==> src/rtl/mem_access_unit.sv <==
// Purpose: MEM-stage load/store responder driving a request/ready data-RAM bus with lane steering and load extension.
// Latency: request cycle plus at least one BUSY cycle (minimum 2-cycle stall), then one DONE cycle with stall released.
// Backpressure: ram_en is held until ram_ready or the BUSY timeout; the pipeline stalls for the whole transaction.
module mem_access_unit #(
  parameter int ADDR_WIDTH     = 32,
  parameter int TIMEOUT_CYCLES = 255
) (
  input  logic                  clk,
  input  logic                  rst_n,
  input  logic                  mem_read_flag,
  input  logic                  mem_write_flag,
  input  logic                  mem_sign_ext_flag,
  input  logic [3:0]            mem_sel,
  input  logic [ADDR_WIDTH-1:0] mem_addr,
  input  logic [31:0]           mem_write_data,
  output logic                  ram_en,
  output logic [3:0]            ram_write_en,
  output logic [ADDR_WIDTH-1:0] ram_addr,
  output logic [31:0]           ram_write_data,
  input  logic                  ram_ready,
  input  logic [31:0]           ram_read_data,
  output logic                  stall_request,
  output logic [31:0]           load_data,
  output logic                  addr_error,
  output logic                  bus_error
);

  typedef enum logic [1:0] {
    IDLE = 2'd0,
    BUSY = 2'd1,
    DONE = 2'd2
  } state_t;

  localparam logic [15:0] TIMEOUT_LAST = 16'(TIMEOUT_CYCLES - 1);

  state_t      state;
  logic [15:0] timeout_cnt;

  // Access attributes latched at request time so load extraction does not
  // depend on the upstream pipeline holding its inputs.
  logic        is_load_q;
  logic        is_byte_q;
  logic        sign_ext_q;
  logic [1:0]  lane_q;

  logic        sel_byte;
  logic        sel_word;
  logic        req;
  logic        misaligned;
  logic [7:0]  rd_byte;
  logic [31:0] load_ext;

  assign sel_byte   = (mem_sel == 4'b0001);
  assign sel_word   = (mem_sel == 4'b1111);
  assign req        = (mem_read_flag | mem_write_flag) & (sel_byte | sel_word);
  assign misaligned = sel_word & (mem_addr[1:0] != 2'b00);

  // Stall covers the accepting cycle and every BUSY cycle; DONE lets the pipe advance.
  assign stall_request = ((state == IDLE) & req & ~misaligned) | (state == BUSY);

  // Select the addressed byte lane of the returned word.
  always_comb begin
    rd_byte = ram_read_data[7:0];
    case (lane_q)
      2'd0:    rd_byte = ram_read_data[7:0];
      2'd1:    rd_byte = ram_read_data[15:8];
      2'd2:    rd_byte = ram_read_data[23:16];
      default: rd_byte = ram_read_data[31:24];
    endcase
  end

  // Byte loads extend per the latched sign flag; word loads pass through.
  assign load_ext = is_byte_q ? {{24{sign_ext_q & rd_byte[7]}}, rd_byte} : ram_read_data;

  // Transaction FSM with registered bus outputs and one-cycle error pulses.
  always_ff @(posedge clk or negedge rst_n) begin
    if (!rst_n) begin
      state          <= IDLE;
      timeout_cnt    <= 16'd0;
      ram_en         <= 1'b0;
      ram_write_en   <= 4'b0000;
      ram_addr       <= '0;
      ram_write_data <= 32'd0;
      load_data      <= 32'd0;
      addr_error     <= 1'b0;
      bus_error      <= 1'b0;
      is_load_q      <= 1'b0;
      is_byte_q      <= 1'b0;
      sign_ext_q     <= 1'b0;
      lane_q         <= 2'd0;
    end else begin
      addr_error <= 1'b0;
      bus_error  <= 1'b0;
      case (state)
        IDLE: begin
          if (req && !misaligned) begin
            ram_en         <= 1'b1;
            // A store wins when both flags are set.
            ram_write_en   <= mem_write_flag ? (sel_word ? 4'b1111 : (4'b0001 << mem_addr[1:0]))
                                             : 4'b0000;
            ram_addr       <= {mem_addr[ADDR_WIDTH-1:2], 2'b00};
            ram_write_data <= sel_word ? mem_write_data : {4{mem_write_data[7:0]}};
            is_load_q      <= ~mem_write_flag;
            is_byte_q      <= sel_byte;
            sign_ext_q     <= mem_sign_ext_flag;
            lane_q         <= mem_addr[1:0];
            timeout_cnt    <= 16'd0;
            state          <= BUSY;
          end else if (req && misaligned) begin
            addr_error <= 1'b1;
          end
        end
        BUSY: begin
          timeout_cnt <= timeout_cnt + 16'd1;
          if (ram_ready) begin
            // Ready on the final allowed cycle still counts as success.
            ram_en       <= 1'b0;
            ram_write_en <= 4'b0000;
            if (is_load_q) begin
              load_data <= load_ext;
            end
            state <= DONE;
          end else if (timeout_cnt == TIMEOUT_LAST) begin
            ram_en       <= 1'b0;
            ram_write_en <= 4'b0000;
            load_data    <= 32'd0;
            bus_error    <= 1'b1;
            state        <= DONE;
          end
        end
        DONE: begin
          state <= IDLE;
        end
        default: begin
          state <= IDLE;
        end
      endcase
    end
  end

endmodule

==> config.mk <==
export PLATFORM = sky130hd
export DESIGN_NAME = mem_access_unit
export DESIGN_NICKNAME = d
export VERILOG_FILES = /design/src/rtl/mem_access_unit.sv
export SDC_FILE = /design/constraint.sdc
export NUM_CORES = 1
export LEC_CHECK = 0
export BUFFER_PORTS_ARGS = -buffer_cell sky130_fd_sc_hd__buf_2
export CORE_UTILIZATION = 35
export CTS_CLUSTER_DIAMETER = 100
export DETAILED_ROUTE_END_ITERATION = 8
export PLACE_DENSITY_LB_ADDON = 0.08
export REMOVE_ABC_BUFFERS = 1
export SYNTH_ARGS = -nofsm -noshare
export SYNTH_HDL_FRONTEND = slang
export SYNTH_SLANG_ARGS = --single-unit
export TNS_END_PERCENT = 30
==> constraint.sdc <==
create_clock -name clk -period 2.5 [get_ports clk]
set_input_delay 0.25 -clock clk [delete_from_list [all_inputs] [get_ports clk]]
set_output_delay 0.25 -clock clk [all_outputs]
set_load 0.005 [all_outputs]
# After elaboration in Yosys (flattened, before gate mapping)
# Index checks and enable logic that the tools add are counted.
[classes]
add_sub_neg = 1
eq_ne = 9
bitwise = 10
reduce_logical = 13
mux = 28
shift = 1
[op_table]
columns = ["op", "n"]
rows = [
  ["32-bit 2-to-1 mux", 5],
  ["16-bit case mux with 2 select lines", 1],
  ["8-bit case mux with 3 select lines", 1],
  ["4-bit 2-to-1 mux", 5],
  ["16-bit by 1-bit adder with 16-bit output (second input constant)", 1],
  ["16-bit by 8-bit == test with 1-bit output (second input constant)", 1],
  ["16-bit 2-to-1 mux", 1],
  ["1-bit 2-to-1 mux", 9],
  ["4-bit case mux with 2 select lines", 1],
  ["2-bit 2-to-1 mux", 3],
  ["2-bit AND reduction", 3],
  ["3-bit AND reduction", 2],
  ["2-bit nonzero test", 3],
  ["1-bit AND", 5],
  ["2-bit by 1-bit == test with 1-bit output (second input constant)", 2],
  ["4-bit by 1-bit == test with 1-bit output (second input constant)", 1],
  ["4-bit == test (second input constant)", 1],
  ["2-bit logical NOT", 2],
  ["2-bit by 1-bit != test with 1-bit output (second input constant)", 2],
  ["2-bit case mux with 2 select lines", 1],
  ["1-bit by 2-bit << shifter with 4-bit output (first input constant)", 1],
  ["3-bit by 2-bit != test with 1-bit output (second input constant)", 1],
  ["1-bit OR", 3],
  ["2-bit == test (second input constant)", 1],
  ["other kinds (4)", 6],
]
[word_totals]
reg_bits = 124
input_bits = 106
out_inout_bits = 104
elab_cells = 75

# Depth between registers and ports, before layout
[depth]
word_depth = 7
depth_mapped = 8
ltp_nobuf = 7

# Least setup slack after synthesis
# OpenSTA, ideal clock, no wires.
[synth_path]
kind = "register to register"
from = "register timeout_cnt[0]"
to = "register load_data[0]"
required_ns = 2.362
period_less_slack_ns = 1.742
path_slack_ns = 0.758
arrival_ns = 1.604
path_buffers = 0
stages_incl_launch_ff = 8
setup_time_ns = 0.138
path_cell_list = "dfrtp_1 inv_1 ha_1 nor2b_1 nand4_1 or4_4 nor3_4 o22ai_1"
[synth_between]
elab_chain_cells = 3
[synth_rtl]
columns = ["element", "line_no", "rtl"]
rows = [
  ["start, declared", "37", "logic [15:0] timeout_cnt;"],
  ["start signal, assigned", "114", "timeout_cnt <= timeout_cnt + 16'd1;"],
  ["16-bit by 8-bit == test with 1-bit output", "123", "end else if (timeout_cnt == TIMEOUT_LAST) begin"],
  ["2-bit nonzero test (no line)", "n/a", ""],
  ["3-bit AND reduction (no line)", "n/a", ""],
  ["end signal, assigned", "120", "load_data <= load_ext;"],
  ["end, declared", "23", "output logic [31:0] load_data,"],
]
# No other way between the ends.
# A chain may end at the register's enable or synchronous reset.

# Final worst setup path
[layout_path]
from = "register timeout_cnt[0]"
to = "register load_data[6]"
# The elaborated chain is that of the path after synthesis.

==> results.txt <==
The share of synthesized area in the top cell type comes to 0.568. With fillers left out, the area of the finished cells amounts to approximately 0.0073 mm2. Of all cell types, the one taking the most synthesized area is sky130_fd_sc_hd__dfrtp_1. The last weighted congestion value of the routability-driven placer came out at roughly 0.80.

The violation count after the first detailed-route iteration is 196. The kind of end point of the critical path is a register. The largest buffer count on any clock path is 2.

Pin placement for this block handled 210 I/O pins. The remaining routing DRC violations came out at 0. The transition time at the pin with the least slew margin came out at ~0.66 ns. The number of max-cap violations is 0. The number of distinct standard cells referenced by the synthesized netlist is 44. The post-route antenna net violation count is 0.

The TritonCTS clock tree is done. For the worst-skew pair, the clock arrives at the later sink with an insertion delay of roughly 0.41 ns. The critical path is of the reg2reg type. The post-placement setup slack is 0.485 ns. The required time at the worst-slack endpoint is 2.78 ns.

The global route total overflow came out at 0. The most common cell in the synthesized netlist is sky130_fd_sc_hd__nand2_1. The first global-routing pass estimated 25.5 mm of wire. The clock period minus worst slack is 2.02 ns. The number of antenna violations at the first check in global routing came out at 1. The tree is rooted in a sky130_fd_sc_hd__clkbuf_16. For this run, the register share of the synthesized area comes to 0.568. Across the routed clock network, the largest skew measured is 0.00849 ns. In this run the worst path has a maximum fanout of 8. By area the synthesized netlist is led by sky130_fd_sc_hd__dfrtp_1 (57%), sky130_fd_sc_hd__nand2_1 (12%), sky130_fd_sc_hd__o21ai_0 (4.4%).

The aggregate global-route resource usage is 0.204. Counting flops with a built-in enable in the synthesized netlist gives 0. In this run the tool buffered the top-level ports with 207 buffer cells. The worst hold-check path type is in2reg. Summed over all nets, the half-perimeter wirelength after detailed placement is 11.0 mm. The wire length reported by the detailed router is 15.5 mm. The slowest stage of the critical path belongs to the cell sky130_fd_sc_hd__or4_4. The average wire per standard cell came out at roughly 16 um. The final count of hold timing violations is 0. Clock tree synthesis inserted a total of 17 buffers. The starting utilization of the core area came out at 0.360. Among all flip-flop cells after synthesis, the most frequent one is sky130_fd_sc_hd__dfrtp_1.

The standard cell core area came out at 0.0152 mm2. The via count of the first global-routing pass was 4917. The number of iterations in the first detailed-routing pass is 5. The flow ran to the end, and the final reports show no timing, DRC or antenna violations. Setup violations remaining at the end of the flow were counted as 0. The leakage component of the power is 3.87 nW. In the finished design, the share of the clock period the worst path needs comes to 0.807. The largest net degree at the start of global routing came out at 63.

The final worst hold slack is around 0.022 ns. In the routed layout, each cell is associated on average with a via count of just under 5. Setup repair after global routing left no endpoint under its margin. The utilization after layout came out at 0.483. The number of H-tree branching levels is 4.

Walking the worst path, the cells encountered are inv_1 -> ha_1 -> nor2b_1 -> nand4_1 -> or4_4 -> nor3_4 -> o22ai_1. The number of warnings printed during yosys synthesis is 0. Measured against its own limit, the worst slew margin works out to 0.560. The mean instance size in the synthesized netlist is 9.36 um2. The number of pins exceeding their max-slew limit in the final report is 0. The mapped cell area came out at 0.00547 mm2. In this run the vertical extent of the chip is 127 um. The worst setup path is launched from a register. The final sum of negative setup slack is 0 ns.

The placed cell area is 0.00677 mm2. The maximum ir drop on the vdd rail came out at around 470 uV. In the synthesized netlist, the cells that appear most often are sky130_fd_sc_hd__nand2_1 (174), sky130_fd_sc_hd__dfrtp_1 (124), sky130_fd_sc_hd__o21ai_0 (48).

The power density over cell area is 947 mW/mm2. On the worst path, the slowest cell contributes a delay of 0.45 ns. Based on the critical path, the design can be clocked at up to between 400 and 500 MHz. After layout, the worst setup slack is 0.482 ns. The number of standard cells after synthesis is 584. The slack of the worst reg-to-reg path is 0.48 ns. The number of synthesized register bits is 124. The floorplan step defined a die boundary enclosing 0.0161 mm2.

The final net count came out at 900. After floorplanning, the core was divided into 45 placement rows. The x dimension of the die came out at between 100 and 150 um. The register clock-pin slew on the reported worst setup and hold paths is 0.06 ns. STA puts the critical path data arrival time at 2.30 ns. The total via count in the routed design is 4901. The proportion of layout cells with a drive suffix above 1 came out at 0.325.

For this design, the sink count on the clock tree is between 100 and 150. Of all flip-flops after synthesis, the portion carrying an async set or reset was 1.00. The relative area change from synthesis to final layout came out at 34.3%.
sequential cells by signal, indices dropped and copies added, names as in the netlist:
signal,cells
ram_write_data,32
addr_error,1
state,2
ram_write_en,4
is_byte_q,1
load_data,32
is_load_q,1
timeout_cnt,16
sign_ext_q,1
ram_en,1
bus_error,1
ram_addr,30
lane_q,2
kinds of logic after synthesis:
logic type | share of synthesized area
DFF | 0.568
buffers and inverters | 0.0325
and+or+nand+nor | 0.215
AOI/OAI and AO/OA | 0.157
adders and majority gates | 0.00458
xor gates and xnor gates | 0.00320
other | 0.000686
muxes | 0.0201
worst max-delay path, delay by kind of cell, from the launching register on:
family	cells	cell delay (ns)
AOI/OAI and AO/OA	1	0.16
adders and majority gates	1	0.14
buffers and inverters	1	0.09
DFF	1	0.43
and+or+nand+nor	4	1.06
metal layers:
layer	up-vias	wire, um	share of wire	track usage
li1	2419	-	-	-
met1	2287	7000	0.45	0.256
met2	173	6940	0.45	0.324
met3	22	1270	0.082	0.0729
met4	0	294	0.019	0.0798
met5	-	0	0	0
metrics by stage:
step | std cells | total power [mW]
finish | 993 | 6.95
floorplan | 549 | 3.69
detailed placement | 960 | 4.63
CTS | 992 | 7.03
global route | 993 | 7.40
global placement | 960 | 4.59
cell usage in the layout, fill, tap and decap left out, types with 3 or more instances in the layout:
cell / Yosys / final
sky130_fd_sc_hd__nor3_1: 8 / 8
sky130_fd_sc_hd__mux2_2: 6 / 6
sky130_fd_sc_hd__and3_1: 4 / 3
sky130_fd_sc_hd__o22ai_1: 7 / 7
sky130_fd_sc_hd__dfrtp_1: 124 / 124
sky130_fd_sc_hd__buf_12: 0 / 4
sky130_fd_sc_hd__nor2_1: 35 / 35
sky130_fd_sc_hd__clkinvlp_4: 0 / 3
sky130_fd_sc_hd__nand4_1: 7 / 7
sky130_fd_sc_hd__buf_4: 2 / 13
sky130_fd_sc_hd__a22oi_1: 6 / 6
sky130_fd_sc_hd__nand2_1: 174 / 174
sky130_fd_sc_hd__a21oi_1: 28 / 28
sky130_fd_sc_hd__nor2b_1: 11 / 11
sky130_fd_sc_hd__a21o_1: 5 / 5
sky130_fd_sc_hd__a22o_1: 6 / 6
sky130_fd_sc_hd__inv_1: 4 / 4
sky130_fd_sc_hd__nand3_1: 17 / 16
sky130_fd_sc_hd__a31oi_1: 3 / 3
sky130_fd_sc_hd__clkbuf_1: 18 / 6
sky130_fd_sc_hd__buf_2: 16 / 206
sky130_fd_sc_hd__o21ai_0: 48 / 48
sky130_fd_sc_hd__nor4_1: 3 / 3
sky130_fd_sc_hd__clkbuf_16: 0 / 17
sky130_fd_sc_hd__o2bb2ai_1: 25 / 25
repair_timing:
item / CTS / global route
endpoints found under the hold margin: 46 / 0
resized for setup: 0 / 0
buffers inserted: 0 / 0
hold buffers: 1 / 0
report_power, final:
part | total (mW) | leakage, nW | internal (mW) | switching (mW)
sequential | 2.96 | 1.61 | 2.57 | 0.384
combinational | 1.63 | 2.00 | 0.823 | 0.807
clock | 2.37 | 0.264 | 1.51 | 0.853
total | 6.95 | 3.87 | 4.91 | 2.04
area by class of cell:
| class | count | area (um2) |
|---|---|---|
| fillers | 1499 | 7860 |
| flip-flops and latches | 124 | 3100 |
| multi-input cells | 421 | 2200 |
| repair buffers | 224 | 1220 |
| clock buffers | 25 | 475 |
| well taps | 188 | 235 |
| clock inverters | 6 | 87.6 |
| inverters | 4 | 15.0 |
| diodes | 1 | 2.50 |
path summary, 6_finish.rpt:
kind,cells after the start,start,endpoint
worst max-delay path,7,timeout_cnt[0],load_data[6]
worst min-delay path,3,mem_addr[18],ram_addr[18]
worst max register to register,7,timeout_cnt[0],load_data[6]
worst min register to register,2,ram_addr[24],ram_addr[24]
max in group asynchronous,3,rst_n,ram_write_data[13]
min in group asynchronous,2,rst_n,timeout_cnt[3]
(Power assumes the default switching activity.)
